===== src/rtl/pulse_measure.sv =====
`default_nettype none
// +------------------------------------------------------------------------+
// | pulse_measure: measures arm-to-rise delay and high time of pulse_in.   |
// | Revision: 1.0                                                          |
// +------------------------------------------------------------------------+
module pulse_measure #(
  parameter int count_width = 16
) (
  input  logic                   clock,
  input  logic                   reset,
  input  logic                   arm,
  input  logic                   pulse_in,
  input  logic                   result_ack,
  output logic                   busy,
  output logic                   result_valid,
  output logic [count_width-1:0] delay_count,
  output logic [count_width-1:0] width_count,
  output logic                   overflow
);

  typedef enum logic [2:0] {
    ST_IDLE      = 3'd0,
    ST_WAIT_LOW  = 3'd1,
    ST_WAIT_RISE = 3'd2,
    ST_MEASURE   = 3'd3,
    ST_DONE      = 3'd4
  } state_t;

  localparam logic [count_width-1:0] c_max  = '1;
  localparam logic [count_width-1:0] c_zero = '0;
  localparam logic [count_width-1:0] c_one  = {{(count_width-1){1'b0}}, 1'b1};

  state_t                 r_state, w_state_nxt;
  logic [count_width-1:0] r_delay, r_width, w_delay_nxt, w_width_nxt;
  logic [count_width-1:0] w_delay_inc, w_width_inc;
  logic                   r_ovf, w_ovf_nxt;
  logic                   r_busy, r_valid;
  logic                   w_launch;

  assign w_delay_inc = r_delay + c_one;
  assign w_width_inc = r_width + c_one;

  always_comb begin
    w_state_nxt = r_state;
    w_delay_nxt = r_delay;
    w_width_nxt = r_width;
    w_ovf_nxt   = r_ovf;
    w_launch    = 1'b0;
    case (r_state)
      ST_IDLE: w_launch = arm;
      ST_WAIT_LOW: begin
        w_delay_nxt = w_delay_inc;
        if (w_delay_inc == c_max) begin
          w_ovf_nxt   = 1'b1;
          w_width_nxt = c_zero;
          w_state_nxt = ST_DONE;
        end else if (!pulse_in) begin
          w_state_nxt = ST_WAIT_RISE;
        end
      end
      ST_WAIT_RISE: begin
        if (pulse_in) begin
          w_width_nxt = c_one;
          w_state_nxt = ST_MEASURE;
        end else begin
          w_delay_nxt = w_delay_inc;
          if (w_delay_inc == c_max) begin
            w_ovf_nxt   = 1'b1;
            w_width_nxt = c_zero;
            w_state_nxt = ST_DONE;
          end
        end
      end
      ST_MEASURE: begin
        if (!pulse_in) begin
          w_state_nxt = ST_DONE;
        end else if (r_width != c_max) begin
          w_width_nxt = w_width_inc;
          if (w_width_inc == c_max) w_ovf_nxt = 1'b1;
        end
      end
      ST_DONE: begin
        if (result_ack) begin
          if (arm) w_launch = 1'b1;
          else     w_state_nxt = ST_IDLE;
        end
      end
      default: w_state_nxt = ST_IDLE;
    endcase
    // A high level at arm time must first go low, so it never counts as a rise.
    if (w_launch) begin
      w_delay_nxt = c_zero;
      w_width_nxt = c_zero;
      w_ovf_nxt   = 1'b0;
      w_state_nxt = pulse_in ? ST_WAIT_LOW : ST_WAIT_RISE;
    end
  end

  always_ff @(posedge clock) begin
    if (!reset) begin
      r_state <= ST_IDLE;
      r_delay <= c_zero;
      r_width <= c_zero;
      r_ovf   <= 1'b0;
      r_busy  <= 1'b0;
      r_valid <= 1'b0;
    end else begin
      r_state <= w_state_nxt;
      r_delay <= w_delay_nxt;
      r_width <= w_width_nxt;
      r_ovf   <= w_ovf_nxt;
      r_busy  <= (w_state_nxt == ST_WAIT_LOW) || (w_state_nxt == ST_WAIT_RISE) ||
                 (w_state_nxt == ST_MEASURE);
      r_valid <= (w_state_nxt == ST_DONE);
    end
  end

  assign busy         = r_busy;
  assign result_valid = r_valid;
  assign delay_count  = r_delay;
  assign width_count  = r_width;
  assign overflow     = r_ovf;

endmodule
`default_nettype wire


===== config.mk =====
export PLATFORM = sky130hd
export DESIGN_NAME = pulse_measure
export DESIGN_NICKNAME = d
export VERILOG_FILES = /design/src/rtl/pulse_measure.sv
export SDC_FILE = /design/constraint.sdc
export NUM_CORES = 1
export LEC_CHECK = 0
export CAP_MARGIN = 20
export CORE_MARGIN = 2
export CORE_UTILIZATION = 35
export CTS_CLUSTER_SIZE = 25
export DETAILED_ROUTE_END_ITERATION = 10
export PLACE_DENSITY = 0.57
export RECOVER_POWER = 100
export SLEW_MARGIN = 20
export SYNTH_ARGS = -nofsm -noshare
export SYNTH_HDL_FRONTEND = slang
export SYNTH_SLANG_ARGS = --single-unit

===== constraint.sdc =====
create_clock -name clock -period 2.81 [get_ports clock]
set_input_delay 0.562 -clock clock [delete_from_list [all_inputs] [get_ports clock]]
set_output_delay 0.562 -clock clock [all_outputs]
set_load 0.02 [all_outputs]

== Yosys cells after proc, flatten, opt, wreduce, memory -nomap -nowiden ==
Cells that the tools add are included.

* Register bits: 38
* Bits in latches: 0
* Bits in writable memories: 0
* ROM bits: 0
* Input bits: 5
* Output and inout bits: 35
* Logic and storage cells: 59
* Memories: 0

* $add $sub $neg: 2
* Multipliers: 0
* Div/mod/pow operators: 0
* Magnitude comparators: 0
* Eq/ne operators: 15
* Shifts and indexed selects: 0
* Muxes and demuxes: 26
* Bitwise operators: 1
* Reductions and logical operators: 9

{| class="wikitable"
|+ Operator list
! cell !! number
|-
| $mux 16 || 5
|-
| $pmux 16 s3 || 1
|-
| $add 16x1->16 const B || 2
|-
| $eq 16x16->1 const B || 2
|-
| $pmux 16 s2 || 1
|-
| $mux 3 || 8
|-
| $ne 16x16->1 const B || 1
|-
| $pmux 3 s5 || 1
|-
| $eq 3x2->1 const B || 4
|-
| $ne 2x2->1 const B || 4
|-
| $mux 1 || 7
|-
| $eq 3x1->1 const B || 2
|-
| $eq 3x3->1 const B || 2
|-
| $reduce_and 5->1 || 1
|-
| $logic_not 3->1 || 1
|-
| $pmux 1 s3 || 1
|-
| $reduce_and 3->1 || 1
|-
| $reduce_bool 3->1 || 1
|-
| $logic_or 1x1->1 || 2
|-
| $mux 2 || 1
|-
| $pmux 1 s2 || 1
|-
| $reduce_and 2->1 || 1
|-
| $reduce_bool 2->1 || 1
|-
| $reduce_or 2->1 || 1
|-
| $not 1->1 || 1
|}

== Longest topological paths before layout ==
Gate-level depths: netlist (run 1).

* Depth in word-level cells: 9
* Depth in mapped cells: 9
* Depth with buffers taken out: 8

== Least setup slack after synthesis (run 1) ==
No wires, ideal clock.

* Path kind: register to register
* From: register r_width[0] (netlist: width_count[0])
* To: register r_width[3] (netlist: width_count[3])
* Setup time: 151 ps
* Arrival: 2,175 ps
* Data required time: 2,659 ps
* Slack: 485 ps
* Cell stages (with the launch flop): 9
* Buffers on the path: 1
* Clock period less this slack: 2,325 ps
* Cells stage by stage: dfxtp_1 -> ha_1 -> nand2_1 -> or4_2 -> o21ai_1 -> buf_2 -> nor2_1 -> o21ai_0 -> a41oi_1

* Word-level cells in the longest chain between the ends: 4
* Elaborated cells on any way between the ends: 7
* Classes of those cells: add/sub (1); eq/ne (2); mux (3); reduce/logical (1)

{| class="wikitable"
|+ RTL lines
! item !! line !! source
|-
| from (decl) || 34 || <nowiki>logic [count_width-1:0] r_delay, r_width, w_delay_nxt, w_width_nxt;</nowiki>
|-
| from (signal assigned) || 103 || <nowiki>r_width <= c_zero;</nowiki>
|-
| from (signal assigned) || 110 || <nowiki>r_width <= w_width_nxt;</nowiki>
|-
| $add 16x1->16 || 41 || <nowiki>assign w_width_inc = r_width + c_one;</nowiki>
|-
| $mux 16 || 77 || <nowiki>end else if (r_width != c_max) begin</nowiki>
|-
| $mux 16 || 75 || <nowiki>if (!pulse_in) begin</nowiki>
|-
| $pmux 16 s3 || 49 || <nowiki>case (r_state)</nowiki>
|}

Several ways; a longest one is shown, not always the timed one. The select of a mux whose other input is x is not followed.
A chain may end at the register's enable or synchronous reset.

== Worst setup path in the final report (run 1) ==
* From: input pulse_in
* To: register r_width[13] (netlist: width_count[13])

* Word-level cells in the longest chain between the ends: 2
* Elaborated cells on any way between the ends: 4
* Classes of those cells: eq/ne (1); mux (2); reduce/logical (1)

{| class="wikitable"
|+ RTL lines
! item !! line !! source
|-
| from (decl) || 12 || <nowiki>input logic pulse_in,</nowiki>
|-
| $mux 16 or $ne 2x2->1 (tied branches) || n/a ||
|-
| $pmux 16 s3 or $reduce_and 3->1 (tied branches) || n/a ||
|}

Several ways; a longest one is shown, not always the timed one.

==> results of run 1 <==
metrics by stage:
| step | setup slack [ns] | total power [W] | hold slack, ns |
|---|---|---|---|
| floorplan | 0.485 | 0.000663 | 0.581 |
| global placement | 0.295 | 0.000715 | 0.513 |
| detailed placement | 0.261 | 0.000716 | 0.519 |
| CTS | 0.332 | 0.00117 | 0.532 |
| global route | 0.0659 | 0.00119 | 0.560 |
| finish | 0.270 | 0.00115 | 0.530 |
power groups by stage:
stage / clock network (W) / logic (W) / registers, W
final: 0.000450 / 0.000140 / 0.000560
after global routing: 0.000479 / 0.000154 / 0.000562
after CTS: 0.000463 / 0.000143 / 0.000560
after detailed placement: 0 / 0.000143 / 0.000573
after global placement: 0 / 0.000143 / 0.000572
after floorplan: 0 / 0.0000916 / 0.000571
sequential cells by signal, indices dropped and copies added (netlist names):
name	flops
result_valid	1
width_count	16
overflow	1
busy	1
r_state	3
delay_count	16
final cells by class:
cell class,instances,share of cell area
clock buffers,8,0.0390
inverters,9,0.0120
multi-input cells,225,0.481
flip-flops and latches,38,0.270
well taps,77,0.0342
repair buffers,50,0.164
cell usage in the layout (no fill, tap or decap), drive strengths merged, types with 3 or more instances in the layout:
cell / synthesis / routed
a211oi: 3 / 3
nand4: 10 / 10
or2: 5 / 5
o21a: 4 / 4
clkbuf: 8 / 11
a31oi: 4 / 4
xor2: 11 / 11
o21ai: 22 / 22
nand3: 16 / 16
dlygate4sd3: 0 / 36
nand2: 28 / 28
or3: 5 / 5
ha: 4 / 4
a41oi: 8 / 8
nor4: 6 / 6
clkdlybuf4s50: 0 / 3
and4: 3 / 3
a21oi: 14 / 14
dfxtp: 38 / 38
xnor2: 10 / 10
nor3: 9 / 9
nor2: 34 / 34
inv: 9 / 9
nand3b: 4 / 4
or4: 3 / 3
buf: 5 / 8
final timing paths:
path                                         to  cells after the start  slack [ns]
worst min register to register  delay_count[14]                      2        0.53
worst max register to register   width_count[5]                      8        0.34
worst min-delay path            delay_count[14]                      2        0.53
worst max-delay path            width_count[13]                      9        0.27
cells in the mapped netlist (2+ instances only):
| library cell | number | area (um2) |
|---|---|---|
| xor2_1 | 11 | 96.3 |
| o21bai_1 | 2 | 15.0 |
| a31oi_1 | 4 | 25.0 |
| ha_1 | 4 | 50.1 |
| or3_1 | 5 | 31.3 |
| and4_1 | 3 | 26.3 |
| and2_1 | 2 | 12.5 |
| a21oi_1 | 14 | 70.1 |
| nand3b_1 | 4 | 30.0 |
| nor2_1 | 34 | 128 |
| inv_1 | 9 | 33.8 |
| buf_2 | 4 | 20.0 |
| o21ai_0 | 20 | 100 |
| or2_2 | 5 | 31.3 |
| o211ai_1 | 2 | 15.0 |
| a41oi_1 | 8 | 70.1 |
| nor3_1 | 8 | 40.0 |
| nand4_1 | 9 | 56.3 |
| a211oi_1 | 3 | 22.5 |
| o21a_1 | 4 | 30.0 |
| nand2_1 | 28 | 105 |
| o21ai_1 | 2 | 10.0 |
| xnor2_1 | 10 | 87.6 |
| nor4_1 | 6 | 37.5 |
| clkbuf_1 | 6 | 22.5 |
| or4_1 | 2 | 15.0 |
| nand3_1 | 14 | 70.1 |
| nand3_2 | 2 | 20.0 |
| dfxtp_1 | 38 | 761 |
| o2111ai_1 | 2 | 17.5 |
routing by layer:
| layer | vias up | global-route usage | share of wire |
|---|---|---|---|
| met4 | 0 | 0.0850 | 0.019 |
| met1 | 1032 | 0.220 | 0.48 |
| met2 | 53 | 0.268 | 0.46 |
| met3 | 10 | 0.0257 | 0.039 |
| li1 | 1127 | - | - |
| met5 | - | 0 | 0 |
cell families after synthesis:
family,share of synthesized area
AO/OA/AOI/OAI,0.209
AND/OR/NAND/NOR,0.298
buffers and inverters,0.0461
adder cells (fa/ha/maj),0.0225
XOR/XNOR,0.0826
flip-flops,0.342
critical path, delay by kind of cell:
family | cells | cell delay (ns)
buffers and inverters | 3 | 1.12
AND/OR/NAND/NOR | 3 | 0.44
AO/OA/AOI/OAI | 3 | 0.64
==> impl_metrics.csv, run 1 <==
group,metric,value,unit
cells_and_area,regArea,761,um2
cts,cts_buffers,5,
cts,cts_tree,"done",
synthesis,ys_seq_area_frac,0.342,
cts,cts_resized,0,
placed_design,placed_cells,399,
placed_design,gp_congestion,0.806,
floorplanning,ios,40,
pwr,p_switching,0.000304,W
floorplanning,row_count,29,
placed_design,port_buffers,39,
worst_setup_path,regToRegStartpoint,"width_count[0]",
sta,grt_setup_unrepaired,"false",
worst_setup_path,path_class,"in -> reg",
cells_and_area,num-nets-final,338,
worst_setup_path,cp-startpoint,"pulse_in",
cts,cts.sinks,38,
synthesis,synth.avg_cell_area,7.81,um2
cells_and_area,finalInstanceArea,0.00282,mm2
cells_and_area,drive_gt1_frac,0.0939,
sta,post-route-period-util,0.904,
cts,root_buffer,"clkbuf_8",
pwr,pwr-share-clk,0.392,
global_routing,grt_overflow,0,
hold_path,hp-start,"delay_count[14]",
cells_and_area,final_cells,407,
cts,clk-insertion-delay-late,0.30,ns
cells_and_area,fillers,626,
hold_path,min_path_type,"reg -> reg",
pwr,pwr-share-comb,0.122,
worst_setup_path,crit_slowest_cell,"dlygate4sd3_1",
cells_and_area,syn_to_final_growth,26.7,%
floorplanning,core_area,0.00624,mm2
flow_run,drv_cap,0,
routing,route.detailed.drc,0,
worst_setup_path,cp_data_arrival_time,2.76,ns
sta,setup_violations,0,
cts,cts_max_level,2,
synthesis,synthArstFlopShare,0,
pwr,power.density,408,mW/mm2
floorplanning,die-area,0.00701,mm2
sta,skew,0.00392,ns
pwr,p_int,0.000846,W
routing,vias,2222,
sta,drv_slew,0,
cells_and_area,final_util,0.452,
cts,cts_setup_buffers,0,
routing,antenna_left,0,
sta,worst_pin_slew,0.739,ns
worst_setup_path,crit_path_cell_trace,"dlygate4sd3_1 -> buf_4 -> nand3b_1 -> nand3_1 -> a21o_1 -> nor2_1 -> clkbuf_1 -> o21ai_0 -> a41oi_1",
sta,max_freq,394,MHz
cts,cts_hold_buffers,0,
synthesis,synth.net_count,294,
floorplanning,start_util,0.357,
cells_and_area,antenna_cells,0,
routing,post_drt_wl_per_cell,14.2,um
floorplanning,die_h,83.7,um
worst_setup_path,start_kind,"primary input",
worst_setup_path,slowest_delay,0.55,ns
routing,routed_via_density,5.46,
sta,fin_tns_setup,0,ns
global_routing,grt_pass1_vias,2129,
global_routing,track_usage,0.168,
global_routing,antenna_found_initial,0,
placed_design,dp_hpwl,4180,um
synthesis,synthFlopType,"dfxtp_1",
worst_setup_path,worst_ep_required_time,3.03,ns
cts,clockBufferDepth,2,
pwr,irDropWorstVdd,0.176,mV
global_routing,grt_pass1_wl,9720,um
sta,finalHoldViolations,0,
placed_design,placed_area,0.00273,mm2
sta,fin_crit,2.54,ns
pwr,p_sw_frac,0.264,
routing,wirelength,5790,um
pwr,seqPwrFrac,0.487,
cts,clk_pin_slew,0.08,ns
worst_setup_path,endpoint_kind,"flop",
run_status,status,"completed",
synthesis,ys_types,50,
synthesis,synth-seq-cells,38,
routing,firstDrtPassIters,4,
global_routing,grt_max_degree,24,
synthesis,synth_edf_count,0,
synthesis,netlist_instances,285,
synthesis,syn_area,0.00223,mm2
cells_and_area,multi_input_area,0.00136,mm2
synthesis,ys.warnings.count,0,
worst_setup_path,worstPathMaxFanout,9,
pwr,p_leak,0.962,nW
floorplanning,die_x,83.7,um
routing,drtIter0Drc,131,
sta,slew_headroom,0.504,
Power figures use the tool's default switching activity.
==> run 2: changes to the inputs <==
--- a/config.mk
+++ b/config.mk
@@ -12,7 +12,6 @@
 export DETAILED_ROUTE_END_ITERATION = 10
 export PLACE_DENSITY = 0.57
 export RECOVER_POWER = 100
-export SLEW_MARGIN = 20
 export SYNTH_ARGS = -nofsm -noshare
 export SYNTH_HDL_FRONTEND = slang
 export SYNTH_SLANG_ARGS = --single-unit
==> results of run 2 <==
The final DEF is identical to that of run 1; final timing and power are the same.
